### config.mk
export PLATFORM = sky130hd
export DESIGN_NAME = black_box_div_uint8
export DESIGN_NICKNAME = d
export VERILOG_FILES = /design/src/rtl/black_box_div_uint8.sv
export SDC_FILE = /design/constraint.sdc
export NUM_CORES = 1
export LEC_CHECK = 0
export CORE_ASPECT_RATIO = 0.9
export CORE_MARGIN = 2
export CORE_UTILIZATION = 40
export DETAILED_ROUTE_END_ITERATION = 6
export SKIP_CTS_REPAIR_TIMING = 1
export SYNTH_ARGS = -nofsm -noshare
export SYNTH_HDL_FRONTEND = slang
export SYNTH_SLANG_ARGS = --single-unit
### constraint.sdc
create_clock -name clock -period 3.6 [get_ports clock]
set_clock_uncertainty 0.1 [all_clocks]
set_input_delay 0.36 -clock clock [delete_from_list [all_inputs] [get_ports clock]]
set_output_delay 0.36 -clock clock [all_outputs]
set_load 0.05 [all_outputs]
### src/rtl/black_box_div_uint8.sv
// Fully pipelined unsigned restoring divider: one capture stage, WIDTH iteration
// stages (one quotient bit each, MSB first) and a registered result stage.
module black_box_div_uint8 #(
    parameter int WIDTH = 8
) (
    input  logic             clock,
    input  logic             reset,
    input  logic [WIDTH-1:0] I0,
    input  logic [WIDTH-1:0] I1,
    input  logic             valid_in,
    output logic [WIDTH-1:0] O,
    output logic [WIDTH-1:0] R,
    output logic             div_by_zero,
    output logic             valid_out
);

    localparam int NSTG = WIDTH + 1;

    // Stage 0 is the capture stage; stage i (1..WIDTH) has resolved i quotient bits.
    // The dividend is carried pre-shifted so each stage consumes its MSB.
    logic [WIDTH-1:0] a_q   [NSTG];
    logic [WIDTH-1:0] a_d   [NSTG];
    logic [WIDTH-1:0] b_q   [NSTG];
    logic [WIDTH-1:0] b_d   [NSTG];
    logic [WIDTH:0]   rem_q [NSTG];
    logic [WIDTH:0]   rem_d [NSTG];
    logic [WIDTH-1:0] quo_q [NSTG];
    logic [WIDTH-1:0] quo_d [NSTG];
    logic             vld_q [NSTG];
    logic             vld_d [NSTG];

    logic [WIDTH-1:0] o_q;
    logic [WIDTH-1:0] o_d;
    logic [WIDTH-1:0] r_q;
    logic [WIDTH-1:0] r_d;
    logic             dbz_q;
    logic             dbz_d;
    logic             vout_q;
    logic             vout_d;

    // Capture stage plus one restoring iteration per pipeline stage.
    always_comb begin
        logic [WIDTH+1:0] shifted_s;
        logic [WIDTH+1:0] diff_s;
        shifted_s = '0;
        diff_s    = '0;
        a_d       = a_q;
        b_d       = b_q;
        rem_d     = rem_q;
        quo_d     = quo_q;
        vld_d     = vld_q;

        a_d[0]   = I0;
        b_d[0]   = I1;
        rem_d[0] = '0;
        quo_d[0] = '0;
        vld_d[0] = valid_in;

        for (int i = 1; i < NSTG; i++) begin
            shifted_s = {rem_q[i-1], a_q[i-1][WIDTH-1]};
            diff_s    = shifted_s - {2'b00, b_q[i-1]};
            a_d[i]    = {a_q[i-1][WIDTH-2:0], 1'b0};
            b_d[i]    = b_q[i-1];
            vld_d[i]  = vld_q[i-1];
            // Borrow out of the difference means the divisor did not fit: restore.
            if (diff_s[WIDTH+1]) begin
                rem_d[i] = shifted_s[WIDTH:0];
                quo_d[i] = {quo_q[i-1][WIDTH-2:0], 1'b0};
            end else begin
                rem_d[i] = diff_s[WIDTH:0];
                quo_d[i] = {quo_q[i-1][WIDTH-2:0], 1'b1};
            end
        end
    end

    // Result stage: load only when a valid result leaves the last iteration.
    always_comb begin
        o_d    = o_q;
        r_d    = r_q;
        dbz_d  = dbz_q;
        vout_d = vld_q[WIDTH];
        if (vld_q[WIDTH]) begin
            o_d   = quo_q[WIDTH];
            r_d   = rem_q[WIDTH][WIDTH-1:0];
            dbz_d = (b_q[WIDTH] == '0);
        end else begin
            o_d   = o_q;
            r_d   = r_q;
            dbz_d = dbz_q;
        end
    end

    // Valid bits and outputs: cleared by reset so in-flight pairs are dropped.
    always_ff @(posedge clock) begin
        if (reset) begin
            for (int i = 0; i < NSTG; i++) begin
                vld_q[i] <= 1'b0;
            end
            o_q    <= '0;
            r_q    <= '0;
            dbz_q  <= 1'b0;
            vout_q <= 1'b0;
        end else begin
            for (int i = 0; i < NSTG; i++) begin
                vld_q[i] <= vld_d[i];
            end
            o_q    <= o_d;
            r_q    <= r_d;
            dbz_q  <= dbz_d;
            vout_q <= vout_d;
        end
    end

    // Stage datapath registers: qualified by the valid bits, so no reset needed.
    always_ff @(posedge clock) begin
        for (int i = 0; i < NSTG; i++) begin
            a_q[i]   <= a_d[i];
            b_q[i]   <= b_d[i];
            rem_q[i] <= rem_d[i];
            quo_q[i] <= quo_d[i];
        end
    end

    assign O           = o_q;
    assign R           = r_q;
    assign div_by_zero = dbz_q;
    assign valid_out   = vout_q;

endmodule

Word-level counts from Yosys, hierarchy flattened
Index checks and enable logic that the tools add are counted.

$add $sub $neg: 8. Muxes and demuxes: 16. Reduce and logical (&&, ||, !) cells: 1.

Operator list (number): 10-bit by 8-bit subtractor with 10-bit output (7); 9-bit 2-to-1 mux (6); 1-bit 2-to-1 mux (9); 1-bit by 8-bit subtractor with 9-bit output (1); 8-bit logical NOT (1); 8-bit 2-to-1 mux (1).

Flip-flop bits (word level): 242. Output and inout port bits: 18. Word-level logic and storage cells: 72.

Logic depth before layout (Yosys ltp)
Depth after elaboration: 2. Depth in mapped cells: 10.

Worst setup path after synthesis
Ideal clock, no wire load.

Kind: register to register. Start: reg b_q (netlist bit b_d[6]). End: reg rem_q[1] in the netlist's numbering. Library setup time: 0.121 ns. Data arrival time: 1.879 ns. Data required time: 3.379 ns. Slack: 1.499 ns. Cell stages (with the launch flop): 9. Cells stage by stage: dfxtp_1 inv_1 ha_1 a21o_1 o311ai_4 nand3_2 o211a_1 buf_6 mux2_4.

RTL lines: start, declared (line 23) `logic [WIDTH-1:0] b_q [NSTG];`; start signal, assigned by index (line 118) `b_q[i] <= b_d[i];`; end signal, assigned by index (line 119) `rem_q[i] <= rem_d[i];`; end, declared (line 25) `logic [WIDTH:0] rem_q [NSTG];`.

==> metrics.cfg <==
[place]
place_congestion = 0.781
io_buffers = 36
post_dp_cell_area_mm2 = 0.00939
dp_hpwl_um = 9280

[min_path]
hold_class = primary input to register
min_from = I1[5]
whs_path_depth = 1
hold_end = b_d[61]

[synth]
ys_ff_latch = 242
yosys.area.top_type = dfxtp_1
netlist.area_leader.share = 0.558
yosysSeqAreaShare = 0.558
syn_inst = 758
synthFlopType = dfxtp_1
synth_area_mm2 = 0.00868
ys.warnings.count = 0
avgSynthCellArea_um2 = 11.5
synth_edf_count = 0
synthTopCellsByArea = dfxtp_1, ha_1, mux2_2
async_flop_share = 0
synth_cell_types = 55

[global_routing]
grt-ovfl-total = 0
grt_max_degree = 28
grt_usage = 0.114
grt_antenna_before_repair = 0
grt_pass1_wl_um = 22100
grt_pass1_vias = 4980

[timing]
drv_slew = 0
worstMarginPinSlew_ns = 1.06
rsz0062_at_grt = no
fmax_ghz = 0.433
min_period_ns = 2.31
hold_violations = 0
fin_crit_sh = 0.641
setup_viol = 0
tns_ns = 0
slew_headroom = 0.290

[layout]
drive_above_1_share = 0.108
final_net_count = 901
antennaDiodeCount = 0
num-fill-cells = 1999
final_common_cell = dfxtp_1
area_growth_pct = 18.1
design_area_mm2 = 0.0103
final_cell_mix = dfxtp_1, inv_1, nor2_1

[floorplanning]
fp.dieH_um = 144
io_pins = 37
initial_core_util = 0.404
coreArea_mm2 = 0.0215
fp.dieArea_mm2 = 0.0229
rows = 51
die_x_um = 159

[power]
vdd_ir_drop_max_mv = 0.392
power.density_mw_per_mm2 = 887
power_leakage_nw = 4.44

[routing]
remaining_drc_errors = 0
routedWlPerCell_um = 11.2
via_per_inst = 4.46
dr.pass1.iters = 4
drtAntennaViolNets = 0
drt_iter0_markers = 180
vias = 5021
drt-total-wl_um = 12600

[critical_path]
cp.arrival_ns = 2.60
start_kind = register
reg2reg_from = b_d[12]
rr_endpoint = rem_q[14]
worstPathRequired_ns = 3.89
rrSetupSlack_ns = 1.29
reg2reg_depth = 8
end_kind = register
worst-path-max-fanout = 8
critPathKind = register to register

[clocking]
htree_levels = 1
clk_pin_slew_worst_paths_ns = 0.06
cts_buffers = 25
cts_tree = yes
cts.path.max_buffers = 3
cts.sinks = 242
cts_root_buf = clkbuf_16
clock_latency_ns = 0.50

[flow_run]
maxCapViolCount = 0

[run_status]
status = complete, no violations

## flip-flops by register name (all words and copies together) (netlist names), 8 cells and up
| name | count |
|---|---|
| b_d | 64 |
| b_q | 8 |
| rem_q | 71 |
| quo_q | 36 |
| O | 8 |
| R | 8 |
| a_d | 28 |
| a_q | 8 |
| vld_d | 8 |
## kinds of logic after synthesis
kind of cell / count (synthesis) / synth area share
adders and majority gates: 65 / 0.0997
DFF: 242 / 0.558
buffers and inverters: 88 / 0.0401
other: 1 / 0.000432
and+or+nand+nor: 131 / 0.0768
AOI/OAI and AO/OA: 120 / 0.0921
xor gates and xnor gates: 46 / 0.0507
muxes: 65 / 0.0824
## per-layer routing
layer  track usage  vias to the layer above  part of all wire
met4        0.0340                        0             0.027
met5             0                        -                 0
li1              -                     2650                 -
met2         0.214                       62              0.50
met1         0.130                     2283              0.44
met3        0.0254                       26             0.038
## final cells by class
cell class	count	area, um2	share of cell area
Clock buffer	34	709	0.0692
Clock inverter	10	156	0.0152
Inverter	77	289	0.0282
Multi-Input combinational cell	431	3500	0.342
Sequential cell	242	4840	0.472
Tap cell	291	364	0.0355
Timing Repair Buffer	40	390	0.0381
## where the power goes
| group | total (mW) | leakage, nW | internal [mW] | switching [mW] |
|---|---|---|---|---|
| clock | 2.66 | 0.426 | 1.66 | 0.998 |
| combinational | 2.91 | 1.99 | 1.53 | 1.38 |
| sequential | 3.53 | 2.03 | 3.26 | 0.269 |
| total | 9.10 | 4.44 | 6.45 | 2.65 |
## worst max-delay path: stages, from the launching register on
cell and delay [ns]:
dfxtp_1 0.32, inv_1 0.04, ha_1 0.36, o211ai_1 0.11, a21oi_1 0.22, a21oi_1 0.11, xnor2_1 0.34, buf_4 0.25
mux2_2 0.34
## through the flow
step           instances  total power, mW  hold slack, ns  worst slack [ns]   util
2_1_floorplan        761             6.00           0.210              1.50      -
3_3_place_gp        1081             6.49           0.211              1.30  0.437
3_5_place_dp        1081             6.52           0.212              1.30  0.437
4_1_cts             1125             9.23           0.179              1.28  0.477
5_1_grt             1125             9.73           0.185              1.05  0.477
6_report            1125             9.10           0.199              1.29  0.477
## how the worst max path moves through the flow
| stage | startpoint | endpoint | slack (ns) | cells after the start |
|---|---|---|---|---|
| 2_1_floorplan | b_d[6] | rem_q[1] | 1.50 | 8 |
| 4_1_cts | b_d[4] | rem_q[3] | 1.28 | 8 |
| 3_5_place_dp | b_d[2] | rem_q[3] | 1.30 | 8 |
| 5_1_grt | b_d[14] | rem_q[13] | 1.05 | 8 |
| 3_3_place_gp | b_d[2] | rem_q[2] | 1.30 | 8 |
| 6_report | b_d[12] | rem_q[14] | 1.29 | 8 |
## synth_stat cells, types with 2 or more instances
| cell | count |
|---|---|
| dfxtp_1 | 242 |
| inv_1 | 77 |
| nor2_1 | 59 |
| ha_1 | 58 |
| a21oi_1 | 43 |
| xnor2_1 | 33 |
| mux2i_1 | 31 |
| mux2_2 | 28 |
| nor2b_1 | 23 |
| o21ai_0 | 15 |
| o21a_1 | 12 |
| nand2_1 | 11 |
| nand2b_1 | 11 |
| xor2_1 | 11 |
| a21o_1 | 7 |
| fa_1 | 7 |
| nand3_1 | 7 |
| a21boi_0 | 6 |
| mux2_4 | 6 |
| a31oi_1 | 5 |
| o31a_1 | 5 |
| and2_1 | 4 |
| buf_2 | 4 |
| o221ai_1 | 4 |
| a311oi_1 | 3 |
| and3_1 | 3 |
| clkbuf_1 | 3 |
| o211ai_1 | 3 |
| a211oi_1 | 2 |
| a21oi_2 | 2 |
| nor2_4 | 2 |
| nor3_1 | 2 |
| nor4_1 | 2 |
| o2111ai_1 | 2 |
| o22a_1 | 2 |
| o311ai_0 | 2 |
| or2_1 | 2 |
| xnor2_4 | 2 |
(Power assumes the default switching activity.)
